--- src/rtl/vga_pkg.sv ---
// vga_pkg: shared definitions for the VGA timing chain.
//   HCNT_W / RGB_W : timing counter and colour widths
//   RGB_*          : colour constants used by overlay blocks
//   vga_timing_t   : timing bundle {hcount, hsync, hblnk, vcount, vsync, vblnk}
package vga_pkg;

    localparam int HCNT_W = 11;
    localparam int RGB_W  = 12;

    localparam logic [RGB_W-1:0] RGB_BLACK  = 12'h000;
    localparam logic [RGB_W-1:0] RGB_FG_DEF = 12'h444;
    localparam logic [RGB_W-1:0] RGB_BG_DEF = 12'hE8E;

    typedef struct packed {
        logic [HCNT_W-1:0] hcount;
        logic              hsync;
        logic              hblnk;
        logic [HCNT_W-1:0] vcount;
        logic              vsync;
        logic              vblnk;
    } vga_timing_t;

endpackage

--- src/rtl/vga_delay_line.sv ---
// vga_delay_line: DEPTH-stage shift register for the VGA timing bundle plus
// the pixel colour, asynchronous active-high reset (all stages cleared).
// Ports:
//   pclk, rst         : pixel clock, async reset
//   i_tim, i_rgb      : timing bundle and colour entering stage 1
//   o_tim, o_rgb      : same values delayed DEPTH cycles
module vga_delay_line
    import vga_pkg::*;
#(
    parameter int DEPTH = 2
) (
    input  logic              pclk,
    input  logic              rst,
    input  vga_timing_t       i_tim,
    input  logic [RGB_W-1:0]  i_rgb,
    output vga_timing_t       o_tim,
    output logic [RGB_W-1:0]  o_rgb
);

    vga_timing_t      r_tim [DEPTH];
    logic [RGB_W-1:0] r_rgb [DEPTH];

    always_ff @(posedge pclk or posedge rst) begin
        if (rst) begin
            for (int i = 0; i < DEPTH; i++) begin
                r_tim[i] <= '0;
                r_rgb[i] <= '0;
            end
        end else begin
            r_tim[0] <= i_tim;
            r_rgb[0] <= i_rgb;
            for (int i = 1; i < DEPTH; i++) begin
                r_tim[i] <= r_tim[i-1];
                r_rgb[i] <= r_rgb[i-1];
            end
        end
    end

    assign o_tim = r_tim[DEPTH-1];
    assign o_rgb = r_rgb[DEPTH-1];

endmodule

--- src/rtl/char_overlay_pipe.sv ---
// char_overlay_pipe: draws a COLS x ROWS text box of FONT_W x FONT_H glyphs
// over the incoming rgb stream. Char-ROM addressing (char_xy/char_line) is
// combinational from the inputs; every other output is delayed ROM_LAT+1.
// The box position is moved through pos_x/pos_y/pos_valid and only takes
// effect on a rising edge of vblnk_in.
// Optional build macro CHAR_OVERLAY_TRANSPARENT_EN: when defined, in-box
// pixels whose glyph bit is 0 pass rgb_in instead of BG_RGB.
// Ports:
//   pclk, rst                         : pixel clock, async active-high reset
//   hcount/hsync/hblnk/vcount/vsync/vblnk/rgb _in : upstream timing + colour
//   char_pixels                       : font ROM glyph row, MSB leftmost
//   pos_x, pos_y, pos_valid, pos_busy : box position update handshake
//   *_out                             : delayed timing + composed pixel
//   char_xy, char_line                : {row,col} cell index, glyph line
module char_overlay_pipe
    import vga_pkg::*;
#(
    parameter int              COLS      = 16,
    parameter int              ROWS      = 16,
    parameter int              FONT_W    = 8,
    parameter int              FONT_H    = 16,
    parameter int              ROM_LAT   = 2,
    parameter logic [11:0]     FG_RGB    = RGB_FG_DEF,
    parameter logic [11:0]     BG_RGB    = RGB_BG_DEF,
    parameter int              POS_X_DEF = 100,
    parameter int              POS_Y_DEF = 220,
    localparam int             COL_W     = $clog2(COLS),
    localparam int             ROW_W     = $clog2(ROWS),
    localparam int             FW_W      = $clog2(FONT_W),
    localparam int             FH_W      = $clog2(FONT_H)
) (
    input  logic                    pclk,
    input  logic                    rst,
    input  logic [10:0]             hcount_in,
    input  logic                    hsync_in,
    input  logic                    hblnk_in,
    input  logic [10:0]             vcount_in,
    input  logic                    vsync_in,
    input  logic                    vblnk_in,
    input  logic [11:0]             rgb_in,
    input  logic [FONT_W-1:0]       char_pixels,
    input  logic [10:0]             pos_x,
    input  logic [10:0]             pos_y,
    input  logic                    pos_valid,
    output logic                    pos_busy,
    output logic [10:0]             hcount_out,
    output logic                    hsync_out,
    output logic                    hblnk_out,
    output logic [10:0]             vcount_out,
    output logic                    vsync_out,
    output logic                    vblnk_out,
    output logic [11:0]             rgb_out,
    output logic [ROW_W+COL_W-1:0]  char_xy,
    output logic [FH_W-1:0]         char_line
);

    localparam int BOX_W = COLS * FONT_W;
    localparam int BOX_H = ROWS * FONT_H;

    // ---------------- position handshake ----------------
    logic [HCNT_W-1:0] r_ax, r_ay, r_pend_x, r_pend_y;
    logic              r_vblnk_prev;
    logic              w_vb_rise;

    assign w_vb_rise = vblnk_in & ~r_vblnk_prev;

    always_ff @(posedge pclk or posedge rst) begin
        if (rst) begin
            r_ax         <= HCNT_W'(POS_X_DEF);
            r_ay         <= HCNT_W'(POS_Y_DEF);
            r_pend_x     <= '0;
            r_pend_y     <= '0;
            r_vblnk_prev <= 1'b0;
            pos_busy     <= 1'b0;
        end else begin
            r_vblnk_prev <= vblnk_in;
            if (w_vb_rise) begin
                // A request landing on the edge itself bypasses the pending slot.
                if (pos_valid) begin
                    r_ax <= pos_x;
                    r_ay <= pos_y;
                end else if (pos_busy) begin
                    r_ax <= r_pend_x;
                    r_ay <= r_pend_y;
                end
                pos_busy <= 1'b0;
            end else if (pos_valid) begin
                r_pend_x <= pos_x;
                r_pend_y <= pos_y;
                pos_busy <= 1'b1;
            end
        end
    end

    // ---------------- stage 0: geometry and ROM addressing ----------------
    // 12-bit compares so a box near the right/bottom edge does not wrap.
    logic                   w_in_rect;
    logic [COL_W+FW_W-1:0]  w_rx;
    logic [ROW_W+FH_W-1:0]  w_ry;

    assign w_in_rect = ({1'b0, hcount_in} >= {1'b0, r_ax}) &&
                       ({1'b0, hcount_in} <  ({1'b0, r_ax} + 12'(BOX_W))) &&
                       ({1'b0, vcount_in} >= {1'b0, r_ay}) &&
                       ({1'b0, vcount_in} <  ({1'b0, r_ay} + 12'(BOX_H)));

    // Only the low bits of the offsets are ever needed inside the box.
    assign w_rx = (COL_W+FW_W)'(hcount_in - r_ax);
    assign w_ry = (ROW_W+FH_W)'(vcount_in - r_ay);

    assign char_xy   = (w_in_rect && !rst) ?
                       {w_ry[ROW_W+FH_W-1:FH_W], w_rx[COL_W+FW_W-1:FW_W]} : '0;
    assign char_line = (w_in_rect && !rst) ? w_ry[FH_W-1:0] : '0;

    // ---------------- ROM_LAT delay ----------------
    vga_timing_t       w_tim_in, w_tim_d;
    logic [RGB_W-1:0]  w_rgb_d;

    assign w_tim_in = {hcount_in, hsync_in, hblnk_in, vcount_in, vsync_in, vblnk_in};

    vga_delay_line #(.DEPTH(ROM_LAT)) u_dly (
        .pclk  (pclk),
        .rst   (rst),
        .i_tim (w_tim_in),
        .i_rgb (rgb_in),
        .o_tim (w_tim_d),
        .o_rgb (w_rgb_d)
    );

    logic            r_rect_dly [ROM_LAT];
    logic [FW_W-1:0] r_bit_dly  [ROM_LAT];

    always_ff @(posedge pclk or posedge rst) begin
        if (rst) begin
            for (int i = 0; i < ROM_LAT; i++) begin
                r_rect_dly[i] <= 1'b0;
                r_bit_dly[i]  <= '0;
            end
        end else begin
            r_rect_dly[0] <= w_in_rect;
            r_bit_dly[0]  <= w_rx[FW_W-1:0];
            for (int i = 1; i < ROM_LAT; i++) begin
                r_rect_dly[i] <= r_rect_dly[i-1];
                r_bit_dly[i]  <= r_bit_dly[i-1];
            end
        end
    end

    // ---------------- pixel select + output register ----------------
    logic [FONT_W-1:0] w_glyph_sh;
    logic [RGB_W-1:0]  w_rgb_sel;

    // Shifting left by the bit index brings the selected pixel to the MSB.
    assign w_glyph_sh = char_pixels << r_bit_dly[ROM_LAT-1];

    always_comb begin
        w_rgb_sel = w_rgb_d;
        if (w_tim_d.hblnk || w_tim_d.vblnk) begin
            w_rgb_sel = RGB_BLACK;
        end else if (r_rect_dly[ROM_LAT-1]) begin
            if (w_glyph_sh[FONT_W-1]) begin
                w_rgb_sel = FG_RGB;
            end else begin
`ifdef CHAR_OVERLAY_TRANSPARENT_EN
                w_rgb_sel = w_rgb_d;
`else
                w_rgb_sel = BG_RGB;
`endif
            end
        end
    end

    always_ff @(posedge pclk or posedge rst) begin
        if (rst) begin
            hcount_out <= '0;
            hsync_out  <= 1'b0;
            hblnk_out  <= 1'b0;
            vcount_out <= '0;
            vsync_out  <= 1'b0;
            vblnk_out  <= 1'b0;
            rgb_out    <= '0;
        end else begin
            hcount_out <= w_tim_d.hcount;
            hsync_out  <= w_tim_d.hsync;
            hblnk_out  <= w_tim_d.hblnk;
            vcount_out <= w_tim_d.vcount;
            vsync_out  <= w_tim_d.vsync;
            vblnk_out  <= w_tim_d.vblnk;
            rgb_out    <= w_rgb_sel;
        end
    end

endmodule

--- config.mk ---
export PLATFORM = sky130hd
export DESIGN_NAME = char_overlay_pipe
export DESIGN_NICKNAME = d
export VERILOG_FILES = /design/src/rtl/vga_pkg.sv /design/src/rtl/vga_delay_line.sv /design/src/rtl/char_overlay_pipe.sv
export SDC_FILE = /design/constraint.sdc
export NUM_CORES = 1
export LEC_CHECK = 0
export CAP_MARGIN = 30
export CORE_MARGIN = 3
export CORE_UTILIZATION = 56
export CTS_CLUSTER_DIAMETER = 80
export DETAILED_ROUTE_END_ITERATION = 8
export GPL_TIMING_DRIVEN = 1
export PLACE_DENSITY = 0.85
export SLEW_MARGIN = 20
export SYNTH_ARGS = -nofsm -noshare
export SYNTH_HDL_FRONTEND = slang
export SYNTH_SLANG_ARGS = --single-unit
--- constraint.sdc ---
create_clock -name pclk -period 19.7 [get_ports pclk]
set_clock_uncertainty 0.1 [all_clocks]
set_input_delay 5.91 -clock pclk [delete_from_list [all_inputs] [get_ports pclk]]
set_output_delay 5.91 -clock pclk [all_outputs]
set_load 0.01 [all_outputs]
==> metrics.md <==
| Metric | Value |
|---|---|
| Worst slew pin tran | 901 ps |
| Max Fclk | between 60 and 70 MHz |
| Area share of the largest cell type after synthesis | about three fifths |
| Via/cell ratio | 5.48 |
| Initial antenna violation count | 0 |
| Critical-path top delay cell | clkdlybuf4s50_1 |
| Hold_buf cts | 0 |
| HP Class | reg -> reg |
| Post-route DRC | 0 |
| Share of cells above drive strength 1 | between 10 and 15% |
| Kind of cell adding the most delay to the critical path | buffers and inverters |
| Layout fillers | roughly 700 |
| DRT Pass-1 Iters | 5 |
| Row cnt | 38 |
| Worst Setup Start Kind | primary input |
| Total GRT Usage | around 23% |
| Req. time, crit path | between 10000 and 15000 ps |
| Top cells by count, synth | 159 x dfrtp_1, 36 x a21oi_1, 35 x nor2_1, 31 x ha_1, 31 x inv_1 |
| Post-place setup slack | ~4800 ps |
| Num ports | approximately 120 |
| Reg area | ~0.0042 mm2 |
| Post-Syn Area | 0.00652 mm2 |
| Cell count of the worst hold path | 0 |
| Critical-path cell list | clkdlybuf4s50_1 > inv_1 > ha_1 > inv_1 > fa_1 > nand3_1 > a21oi_1 > o41ai_4 > o311ai_4 > nor4b_1 > clkdlybuf4s50_1 |
| Vias | between 4000 and 5000 |
| Total negative slack | 0 ps |
| Total power | about 0.9 mW |
| Final setup vio count | 0 |
| Count of final hold-check violations | 0 |
| DIE HEIGHT | between 100 and 150 um |
| Fin. max-slew vios | 0 |
| Die W | roughly 110 um |
| Cell variety after synth | 55 |
| CTS root buffer | clkbuf_16 |
| RSZ-0062 raised after global routing | no |
| Post-synthesis sequential area ratio | around 64% |
| Relative max-transition margin | 39.8% |
| Crit path largest cell delay | roughly 600 ps |
| Reg clk slew, reported paths | around 70 ps |
| Worst Reg-to-Reg Cells | 7 |
| Leak | approximately 3.8 nW |
| Setup ws final | 4790 ps |
| Synth warn | 0 |
| Max VDD drop | around 0.12 mV |
| Final Critical Period | between 10000 and 15000 ps |
| Flops & latches, synth | around 170 |
| Final wirelength | 14.3 mm |
| Syn_nets | 580 |
| Count leader, synth | dfrtp_1 |
| Crit path buf inv count | 4 |
| Hold_ws | 240 ps |
| Worst-Skew Late Latency | ~440 ps |
| Bufs on Longest Clock Path | 2 |
| Cts repair resizes | 0 |
| PortBufs | about 120 |
| Gr ovfl total | 0 |
| Clock sink count | ~170 |
| Outcome | finished, final reports clean |
| Ys async rst share | 100% |
| Main area contributors after synthesis | dfrtp_1 61%, ha_1 6.0%, mux2_2 3.8% |
| Wire per inst | between 15 and 20 um |
| First-pass GRT wire length | roughly 22 mm |
| Number of global-route vias before repair | roughly 4300 |
| Setup crit end kind | primary output |
| Fin util | approximately three quarters |
| Max Cap Viol | 0 |
| CTS Buf Count | 17 |
| Largest net degree at the start of global routing | 79 |
| Multi-input gate area | about 0.0021 mm2 |
| Yosys top cell by area | dfrtp_1 |
| Worst path depth | 11 |
| Starting DRT DRC Count | 330 |
| Starting Density | 58.6% |
| Area Overhead vs Synth | 30.0% |
| N_diodes | 0 |
| Critical Path AT | a little under 9000 ps |
| Period utilization | 75.7% |
| Htree depth | 4 |
| Avg Inst Size Synth | 13.7 um2 |
| CORE AREA | 0.0111 mm2 |
| Postcts setup bufs | 0 |
| Antenna-violating nets left | 0 |
| Total die area | 0.0130 mm2 |
| Synth Instances | 476 |
| Post-synth EDFFs | 0 |
| Nets@finish | 710 |
| WS Path Type | in -> out |
| RePlAce Congestion | ~0.83 |
| PD cells | roughly 110 mW/mm2 |
| CTS tree | built |
| HPWL Detailed | ~9.6 mm |
| Maximum fanout along the worst path | 13 |
| Top FF cell, synth | dfrtp_1 |
[layer usage]
metal  track usage, %  vias up  routed length (um)
li1                 -     1917                   -
met1             27.5     2033                5690
met2             39.1      165                7290
met3             6.58       47                 800
met4             10.5        0                 529
met5                0        -                   0
[worst reg2reg max path, delay by kind of cell, from the launching register on]
family / cells / cell delay, ps
AO/OA/AOI/OAI: 3 / 1270
flip-flops: 1 / 400
AND/OR/NAND/NOR: 2 / 330
adder cells (fa/ha/maj): 1 / 290
buffers and inverters: 1 / 60
[cell type report]
class,instances,share of cell area (%)
inverters,31,1.43
flip-flops and latches,167,49.4
well taps,140,2.07
repair buffers,126,15.0
multi-input cells,263,25.3
clock buffers,18,5.06
clock inverters,14,1.71
[report_power, final]
part	switching, mW	leakage, nW	internal, mW
logic	0.101	1.55	0.0839
clock network	0.136	0.285	0.187
registers	0.0181	1.95	0.378
total	0.255	3.79	0.649
[cell usage in the layout (no fill, tap or decap), types with 3 or more instances in the layout]
master and n:
clkbuf_16 17, xnor2_1 8, ha_1 31, buf_4 4
clkinv_2 5, inv_6 6, mux2_2 22, nand3_1 7
nor2b_1 6, nand4_1 4, inv_1 30, and2_1 4
nand2b_1 7, a21o_1 4, clkdlybuf4s50_1 121, a21oi_1 36
mux2i_1 24, dfstp_2 8, nor2_1 34, o21ai_0 6
dfrtp_1 159, nor3_1 7, and3_1 3, o21a_1 7
nor4_2 9, nand2_1 9
[final timing paths]
check / end / slack, ps / from
worst max-delay path: char_xy[2] / 4790 / hcount_in[0]
worst min-delay path: u_dly.o_tim[16]$_DFF_PP0_ / 240 / u_dly.r_tim[42]$_DFF_PP0_
worst max register to register: r_rect_dly[1]$_DFF_PP0_ / 17090 / r_ay[1]$_DFFE_PP0P_
worst min register to register: u_dly.o_tim[16]$_DFF_PP0_ / 240 / u_dly.r_tim[42]$_DFF_PP0_
max in group asynchronous: r_ax[2]$_DFFE_PP1P_ / 12730 / rst
min in group asynchronous: hsync_out$_DFF_PP0_ / 5730 / rst
[flip-flops by register name (all words and copies together), names as in the netlist, 6 cells and up]
register / cells
hcount_out: 11
r_ax: 11
r_ay: 11
r_bit_dly: 6
r_pend_x: 11
r_pend_y: 11
rgb_out: 12
u_dly.o_rgb: 12
u_dly.o_tim: 26
u_dly.r_rgb: 12
u_dly.r_tim: 26
vcount_out: 11
[through the flow]
| step | area, um2 | std cells |
|---|---|---|
| after floorplan | 6520 | 476 |
| after global placement | 7860 | 726 |
| after detailed placement | 7870 | 726 |
| after CTS | 8450 | 758 |
| after global routing | 8470 | 759 |
| final | 8470 | 759 |
[cells by family after synthesis]
family	Yosys count	synth area share, %
fa+ha+maj	33	6.57
simple gates	103	9.14
mux	48	8.18
flops	167	64.3
buf+inv	46	3.01
compound gates	70	7.62
xor+xnor	9	1.21
Note: power is estimated with default switching activity, not from simulation.
